File: config.mk
export PLATFORM = sky130hd
export DESIGN_NAME = fg_waveform_gen_mc
export DESIGN_NICKNAME = d
export VERILOG_FILES = /design/src/rtl/fg_waveform_gen_mc.sv
export SDC_FILE = /design/constraint.sdc
export NUM_CORES = 1
export LEC_CHECK = 0
export CAP_MARGIN = 20
export CORE_UTILIZATION = 31
export DETAILED_ROUTE_END_ITERATION = 10
export GPL_TIMING_DRIVEN = 1
export PLACE_DENSITY_LB_ADDON = 0.05
export REMOVE_ABC_BUFFERS = 1
export SLEW_MARGIN = 30
export SYNTH_ARGS = -nofsm -noshare
export SYNTH_HDL_FRONTEND = slang
export SYNTH_SLANG_ARGS = --single-unit
File: constraint.sdc
create_clock -name clk_i -period 21.4 [get_ports clk_i]
set_clock_uncertainty 0.05 [all_clocks]
set_input_delay 4.28 -clock clk_i [delete_from_list [all_inputs] [get_ports clk_i]]
set_output_delay 4.28 -clock clk_i [all_outputs]
set_load 0.02 [all_outputs]
File: src/rtl/fg_waveform_gen_mc.sv
// Trapezoid/PWM waveform generator with its own period counter and per-period settings shadow.
// Optional burst mode is enabled by defining FG_WAVEFORM_BURST_EN.
module fg_waveform_gen_mc #(
  parameter int unsigned COUNTER_BITWIDTH  = 32,
  parameter int unsigned WAVEFORM_BITWIDTH = 16,
  parameter int unsigned BURST_BITWIDTH    = 8
) (
  input  logic                         clk_i,
  input  logic                         rstn_i,
  input  logic                         clk_en_i,
  input  logic                         enable_i,
  input  logic [COUNTER_BITWIDTH-1:0]  period_i,
  input  logic [COUNTER_BITWIDTH-1:0]  on_time_i,
  input  logic [WAVEFORM_BITWIDTH-1:0] k_rise_i,
  input  logic [WAVEFORM_BITWIDTH-1:0] k_fall_i,
  input  logic [WAVEFORM_BITWIDTH-1:0] amplitude_i,
  input  logic [WAVEFORM_BITWIDTH:0]   offset_i,
  input  logic                         invert_i,
  input  logic [BURST_BITWIDTH-1:0]    burst_len_i,
  output logic [WAVEFORM_BITWIDTH:0]   out_o,
  output logic [COUNTER_BITWIDTH-1:0]  cr_o,
  output logic [2:0]                   state_o,
  output logic                         period_start_o,
  output logic                         done_o
);
  localparam int unsigned W = WAVEFORM_BITWIDTH;
  localparam int unsigned C = COUNTER_BITWIDTH;
  localparam logic signed [W+1:0] SAT_MAX = {2'b00, {W{1'b1}}};
  localparam logic signed [W+1:0] SAT_MIN = {2'b11, {W{1'b0}}};

  typedef enum logic [2:0] {
    ST_IDLE = 3'd0,
    ST_RISE = 3'd1,
    ST_ON   = 3'd2,
    ST_FALL = 3'd3,
    ST_LOW  = 3'd4
  } state_t;

  function automatic logic [W:0] sat_fn(input logic [W:0] offset, input logic [W-1:0] val,
                                        input logic invert);
    logic signed [W+1:0] mag;
    logic signed [W+1:0] sum;
    mag = $signed({2'b00, val});
    sum = $signed({offset[W], offset}) + (invert ? -mag : mag);
    if (sum > SAT_MAX) begin
      return {1'b0, {W{1'b1}}};
    end else if (sum < SAT_MIN) begin
      return {1'b1, {W{1'b0}}};
    end else begin
      return sum[W:0];
    end
  endfunction

  state_t         state_r, state_next_s;
  logic [C-1:0]   cr_r, period_sh_r, on_time_sh_r;
  logic [W-1:0]   val_r, val_next_s, k_rise_sh_r, k_fall_sh_r, amp_sh_r;
  logic [W:0]     offset_sh_r, out_r, step_s, addsub_s;
  logic           invert_sh_r, period_start_r, done_r;
  logic           rising_s, wrap_s, start_s, burst_done_s, load_sh_s;

`ifdef FG_WAVEFORM_BURST_EN
  logic [BURST_BITWIDTH-1:0] burst_len_sh_r, burst_cnt_r;
  logic                      lock_r;
`else
  logic unused_burst_s;
  assign unused_burst_s = ^burst_len_i;
`endif

  // Region decode, shared add/subtract step and next value/state
  always_comb begin
    rising_s     = (cr_r < on_time_sh_r);
    wrap_s       = (cr_r == period_sh_r);
    step_s       = rising_s ? {1'b0, k_rise_sh_r} : {1'b0, k_fall_sh_r};
    addsub_s     = {1'b0, val_r} + (rising_s ? step_s : (~step_s + {{W{1'b0}}, 1'b1}));
    val_next_s   = {W{1'b0}};
    state_next_s = ST_IDLE;
    if (rising_s) begin
      if ((k_rise_sh_r == {W{1'b0}}) || (addsub_s >= {1'b0, amp_sh_r})) begin
        val_next_s = amp_sh_r;
      end else begin
        val_next_s = addsub_s[W-1:0];
      end
      state_next_s = (val_next_s == amp_sh_r) ? ST_ON : ST_RISE;
    end else begin
      // negative difference shows up as the top bit of the widened result
      if ((k_fall_sh_r == {W{1'b0}}) || addsub_s[W]) begin
        val_next_s = {W{1'b0}};
      end else begin
        val_next_s = addsub_s[W-1:0];
      end
      state_next_s = (val_next_s == {W{1'b0}}) ? ST_LOW : ST_FALL;
    end
  end

  // Start, burst termination and shadow-load qualification
  always_comb begin
`ifdef FG_WAVEFORM_BURST_EN
    start_s      = (state_r == ST_IDLE) && enable_i && !lock_r;
    burst_done_s = (state_r != ST_IDLE) && enable_i && wrap_s &&
                   (burst_len_sh_r != {BURST_BITWIDTH{1'b0}}) &&
                   ((burst_cnt_r + {{(BURST_BITWIDTH-1){1'b0}}, 1'b1}) == burst_len_sh_r);
`else
    start_s      = (state_r == ST_IDLE) && enable_i;
    burst_done_s = 1'b0;
`endif
    load_sh_s = start_s || ((state_r != ST_IDLE) && enable_i && wrap_s && !burst_done_s);
  end

  // Settings shadow, refreshed only at a start or a wrap
  always_ff @(posedge clk_i or negedge rstn_i) begin
    if (!rstn_i) begin
      period_sh_r  <= {C{1'b0}};
      on_time_sh_r <= {C{1'b0}};
      k_rise_sh_r  <= {W{1'b0}};
      k_fall_sh_r  <= {W{1'b0}};
      amp_sh_r     <= {W{1'b0}};
      offset_sh_r  <= {(W+1){1'b0}};
      invert_sh_r  <= 1'b0;
    end else if (clk_en_i && load_sh_s) begin
      period_sh_r  <= period_i;
      on_time_sh_r <= on_time_i;
      k_rise_sh_r  <= k_rise_i;
      k_fall_sh_r  <= k_fall_i;
      amp_sh_r     <= amplitude_i;
      offset_sh_r  <= offset_i;
      invert_sh_r  <= invert_i;
    end
  end

`ifdef FG_WAVEFORM_BURST_EN
  // Burst length latch, wrap counter and re-arm lock
  always_ff @(posedge clk_i or negedge rstn_i) begin
    if (!rstn_i) begin
      burst_len_sh_r <= {BURST_BITWIDTH{1'b0}};
      burst_cnt_r    <= {BURST_BITWIDTH{1'b0}};
      lock_r         <= 1'b0;
    end else if (clk_en_i) begin
      if (start_s) begin
        burst_len_sh_r <= burst_len_i;
        burst_cnt_r    <= {BURST_BITWIDTH{1'b0}};
      end else if (load_sh_s) begin
        burst_cnt_r <= burst_cnt_r + {{(BURST_BITWIDTH-1){1'b0}}, 1'b1};
      end
      if (!enable_i) begin
        lock_r <= 1'b0;
      end else if (burst_done_s) begin
        lock_r <= 1'b1;
      end
    end
  end
`endif

  // Main FSM with counter, waveform value and registered outputs
  always_ff @(posedge clk_i or negedge rstn_i) begin
    if (!rstn_i) begin
      state_r        <= ST_IDLE;
      cr_r           <= {C{1'b0}};
      val_r          <= {W{1'b0}};
      out_r          <= {(W+1){1'b0}};
      period_start_r <= 1'b0;
      done_r         <= 1'b0;
    end else if (clk_en_i) begin
      out_r          <= sat_fn(offset_sh_r, val_r, invert_sh_r);
      period_start_r <= 1'b0;
      done_r         <= 1'b0;
      if (state_r == ST_IDLE) begin
        if (start_s) begin
          state_r        <= ST_RISE;
          cr_r           <= {C{1'b0}};
          val_r          <= {W{1'b0}};
          period_start_r <= 1'b1;
        end
      end else if (!enable_i || burst_done_s) begin
        state_r <= ST_IDLE;
        cr_r    <= {C{1'b0}};
        val_r   <= {W{1'b0}};
        done_r  <= burst_done_s;
      end else begin
        val_r   <= val_next_s;
        state_r <= state_next_s;
        if (wrap_s) begin
          cr_r           <= {C{1'b0}};
          period_start_r <= 1'b1;
        end else begin
          cr_r <= cr_r + {{(C-1){1'b0}}, 1'b1};
        end
      end
    end
  end

  assign out_o          = out_r;
  assign cr_o           = cr_r;
  assign state_o        = state_r;
  assign period_start_o = period_start_r;
  assign done_o         = done_r;
endmodule

==> report_table.html <==
<table>
<tr><th>Metric</th><th>Value</th></tr>
<tr><th colspan="2">Setup path</th></tr>
<tr><td>Required time of the critical path</td><td>roughly 22 ns</td></tr>
<tr><td>CP dominant cell by count</td><td>inv_1</td></tr>
<tr><td>Endpoint kind of the worst setup timing path</td><td>flip-flop</td></tr>
<tr><td>Largest stage delay on the critical path</td><td>about 0.59 ns</td></tr>
<tr><td>Crit-path slowest cell</td><td>a311oi_1</td></tr>
<tr><td>Slack of the worst reg-to-reg path</td><td>12.45 ns</td></tr>
<tr><td>CP Class</td><td>flip-flop to flip-flop</td></tr>
<tr><td>Critical Path Fanout Max</td><td>36</td></tr>
<tr><td>Critical Path AT</td><td>9.29 ns</td></tr>
<tr><td>Kind of start point of the critical path</td><td>flip-flop</td></tr>
<tr><th colspan="2">CTS</th></tr>
<tr><td>Clock root buffer master</td><td>clkbuf_16</td></tr>
<tr><td>Clock-pin slew of the registers on the worst-case setup and hold paths</td><td>about 0.070 ns</td></tr>
<tr><td>Post-CTS Setup Bufs</td><td>0</td></tr>
<tr><td>TritonCTS clock tree</td><td>built</td></tr>
<tr><td>Clk Latency, worst-skew pair</td><td>between 0.4 and 0.5 ns</td></tr>
<tr><td>Number of buffers added by the clock tree synthesis step</td><td>17</td></tr>
<tr><td>H-tree Lvls</td><td>4</td></tr>
<tr><td>Total of hold buffers inserted after clock tree synthesis</td><td>0</td></tr>
<tr><td>CTS-repair resized insts</td><td>0</td></tr>
<tr><td>Bufs on Longest Clock Path</td><td>2</td></tr>
<tr><td>Total number of clock tree sinks</td><td>between 150 and 200</td></tr>
<tr><th colspan="2">Synth</th></tr>
<tr><td>Average footprint of a synthesized cell</td><td>slightly below 10 sq um</td></tr>
<tr><td>Main synth FF type</td><td>dfrtp_1</td></tr>
<tr><td>Parity-gate share of the synthesized area counting xor and xnor cells</td><td>under 10%</td></tr>
<tr><td>Fraction of the mapped netlist area in compound gates</td><td>between 10% and 20%</td></tr>
<tr><td>Post-synthesis sequential element count</td><td>approximately 200</td></tr>
<tr><td>Area fraction in and, or, nand and nor cells after synthesis</td><td>about 14%</td></tr>
<tr><td>Synthesized area</td><td>12400 sq um</td></tr>
<tr><td>Async set-or-reset flop fraction in the synthesized netlist</td><td>100%</td></tr>
<tr><td>Dominant combinational cell family by area after synthesis</td><td>compound AO/OA/AOI/OAI gates</td></tr>
<tr><td>EDFF count, synth</td><td>0</td></tr>
<tr><td>Cells after synthesis</td><td>1276</td></tr>
<tr><td>Share of synthesized cell area in full adder, half adder and majority cells</td><td>8.89%</td></tr>
<tr><td>Multiplexer fraction of the synthesized cell area</td><td>between 8 and 9%</td></tr>
<tr><td>Number of warnings printed during yosys synthesis</td><td>0</td></tr>
<tr><td>Number of distinct standard cells referenced by the synthesized netlist</td><td>73</td></tr>
<tr><td>Sequential cell area fraction in the yosys report</td><td>about two fifths</td></tr>
<tr><th colspan="2">Global route</th></tr>
<tr><td>Global-route usage over all layers</td><td>~18%</td></tr>
<tr><td>Antenna violations before repair</td><td>0</td></tr>
<tr><td>Total gr overflow</td><td>0</td></tr>
<tr><td>Global-route wire length before repair</td><td>approximately 56000 microns</td></tr>
<tr><td>Number of global-route vias before repair</td><td>a little under 10000</td></tr>
<tr><td>Pin count of the biggest net entering global routing</td><td>around 90</td></tr>
<tr><th colspan="2">Floorplanning</th></tr>
<tr><td>Die outline area</td><td>around 40000 sq um</td></tr>
<tr><td>Core Box Area</td><td>roughly 39000 sq um</td></tr>
<tr><td>Height of the chip</td><td>202 microns</td></tr>
<tr><td>Number of primary I/O pins</td><td>around 200</td></tr>
<tr><td>Die boundary width</td><td>roughly 200 microns</td></tr>
<tr><td>Site row count</td><td>about 70</td></tr>
<tr><td>Starting Density</td><td>roughly a third</td></tr>
<tr><th colspan="2">Placement</th></tr>
<tr><td>Post-detailed-placement cell area</td><td>approximately 15000 sq um</td></tr>
<tr><td>Final estimated routing congestion in global placement</td><td>between 0.8 and 0.9</td></tr>
<tr><td>IO Port Bufs</td><td>186</td></tr>
<tr><td>DPL Wire Length</td><td>roughly 27000 microns</td></tr>
<tr><td>Post-placement cell count</td><td>about 1900</td></tr>
<tr><td>Post-placement setup slack</td><td>12.47 ns</td></tr>
<tr><th colspan="2">Finish</th></tr>
<tr><td>Area Growth Syn to Fin</td><td>24.5%</td></tr>
<tr><td>Design Area, Final</td><td>between 15000 and 20000 sq um</td></tr>
<tr><td>Total number of nets in the final design</td><td>approximately 1700</td></tr>
<tr><td>Share of cells above drive strength 1</td><td>roughly a tenth</td></tr>
<tr><td>Post-route insts no fill</td><td>roughly 2000</td></tr>
<tr><td>Leading cell type in the layout, fill and taps excluded</td><td>dfrtp_1</td></tr>
<tr><td>Leading cell types in the layout, fill and taps excluded</td><td>dfrtp_1 (199), clkdlybuf4s50_1 (185), nand2_1 (106)</td></tr>
<tr><th colspan="2">Route</th></tr>
<tr><td>Number of vias per cell</td><td>between 4 and 5</td></tr>
<tr><td>Drt wl/cell</td><td>17.9 microns</td></tr>
<tr><td>Routed via count</td><td>9799</td></tr>
<tr><td>Residual DRC</td><td>0</td></tr>
<tr><td>Router iterations before antenna repair</td><td>4</td></tr>
<tr><td>Detailed Route WL</td><td>~35000 microns</td></tr>
<tr><td>Detail Route Antenna Nets</td><td>0</td></tr>
<tr><td>DR iter-0 viols</td><td>slightly above 400</td></tr>
<tr><th colspan="2">Pwr</th></tr>
<tr><td>P_leak</td><td>approximately 6.6 nW</td></tr>
<tr><td>Overall power of the completed layout</td><td>between 0.002 and 0.0025 W</td></tr>
<tr><td>P per Cell Area</td><td>~150 nW/um^2</td></tr>
<tr><td>Max rail drop VDD</td><td>a little over 0.06 mV</td></tr>
<tr><th colspan="2">STA</th></tr>
<tr><td>Period utilisation layout</td><td>a little over two fifths</td></tr>
<tr><td>Post-layout worst setup margin</td><td>~12 ns</td></tr>
<tr><td>Transition time at the pin with the least slew margin</td><td>roughly 0.9 ns</td></tr>
<tr><td>Setup TNS Final</td><td>0 ns</td></tr>
<tr><td>Worst slew slack as a fraction of its limit</td><td>39.5%</td></tr>
<tr><td>Crit path time final</td><td>a little under 9 ns</td></tr>
<tr><td>Count of final max-slew check failures</td><td>0</td></tr>
<tr><td>Final number of setup-violating endpoints</td><td>0</td></tr>
<tr><td>Final-report hold violation count</td><td>0</td></tr>
<tr><td>Unrepaired setup endpoints after global routing</td><td>no</td></tr>
<tr><td>Peak clock frequency supported by timing</td><td>roughly 0.11 GHz</td></tr>
<tr><th colspan="2">Min path</th></tr>
<tr><td>Worst min path class</td><td>flip-flop to flip-flop</td></tr>
<tr><th colspan="2">Outcome</th></tr>
<tr><td>Outcome</td><td>complete, no violations</td></tr>
<tr><th colspan="2">Job</th></tr>
<tr><td>Maxcap violations</td><td>0</td></tr>
</table>
-- synthesized netlist by cell type, drive strengths merged, types with 8 or more instances --
| cell type | number | share of area, % |
|---|---|---|
| mux2 | 84 | 7.6 |
| inv | 83 | 2.5 |
| nor4 | 16 | 0.81 |
| o2bb2ai | 12 | 1.2 |
| a21oi | 45 | 1.8 |
| or3 | 15 | 0.76 |
| nor3 | 20 | 0.81 |
| clkbuf | 37 | 1.1 |
| xor2 | 42 | 3.1 |
| o21ai | 104 | 4.2 |
| nand3 | 24 | 0.97 |
| a21o | 27 | 1.6 |
| buf | 11 | 0.52 |
| xnor2 | 77 | 5.4 |
| nor2 | 90 | 2.7 |
| nand2 | 106 | 3.2 |
| o21a | 9 | 0.54 |
| a211oi | 8 | 0.48 |
| ha | 85 | 8.6 |
| nand2b | 12 | 0.60 |
| and3 | 11 | 0.55 |
| a22o | 10 | 0.71 |
| nand4 | 30 | 1.5 |
| or4 | 10 | 0.64 |
| nor2b | 8 | 0.40 |
| dfrtp | 199 | 40 |
| o31ai | 8 | 0.59 |
-- per-layer routing --
layer	up-vias	wire length [microns]	track usage, %
met5	-	0	0
met2	165	14900	25.7
met3	9	1380	3.71
met4	0	199	2.95
met1	4713	18800	27.2
li1	4912	-	-
-- flip-flops by register name, indices dropped and copies added, names as in the netlist, 3 cells and up --
register	cells
k_fall_sh_r	16
state_o	3
out_o	17
offset_sh_r	17
amp_sh_r	16
period_sh_r	32
val_r	16
cr_o	32
on_time_sh_r	32
k_rise_sh_r	16
-- power breakdown --
group / internal (W) / switching (W)
logic: 0.000611 / 0.000766
clock network: 0.000201 / 0.000149
registers: 0.000529 / 0.000129
-- final timing paths --
check                                    start               to  cells after the start
worst max-delay path                   cr_o[5]        val_r[14]                     36
worst min-delay path            period_start_o   period_start_o                      1
worst max register to register         cr_o[5]        val_r[14]                     36
worst min register to register  period_start_o   period_start_o                      1
max in group asynchronous               rstn_i   k_rise_sh_r[5]                      2
min in group asynchronous               rstn_i  offset_sh_r[14]                      1
-- final cells by class --
| class | count | area, sq um |
|---|---|---|
| Clock buffer | 22 | 464 |
| Tap cell | 518 | 648 |
| Antenna cell | 1 | 2.50 |
| Multi-Input combinational cell | 946 | 6930 |
| Sequential cell | 199 | 4980 |
| Fill cell | 3963 | 23700 |
| Timing Repair Buffer | 196 | 1970 |
| Inverter | 83 | 312 |
| Clock inverter | 8 | 146 |
-- kinds of logic (layout without fill, tap and decap cells) --
kind of cell             Yosys count  count (layout)
AO/OA/AOI/OAI                    287             287
buffers and inverters            131             309
multiplexers                      90              90
adder cells (fa/ha/maj)           87              87
flip-flops                       199             199
XOR/XNOR                         120             120
other                              1               2
AND/OR/NAND/NOR                  361             361
-- critical path, delay by kind of cell, from the launching register on --
kind / cells / cell delay (ns)
xor gates and xnor gates: 1 / 0.14
adders and majority gates: 4 / 1.39
buffers and inverters: 7 / 1.20
DFF: 1 / 0.50
and+or+nand+nor: 9 / 2.33
AOI/OAI and AO/OA: 15 / 3.23
-- per-stage QoR --
| step | util (%) | hold slack, ns |
|---|---|---|
| floorplan | - | 0.423 |
| global placement | 37.8 | 0.419 |
| detailed placement | 37.8 | 0.424 |
| CTS | 39.4 | 0.440 |
| global route | 39.5 | 0.463 |
| finish | 39.5 | 0.436 |
(Power assumes the default switching activity.)
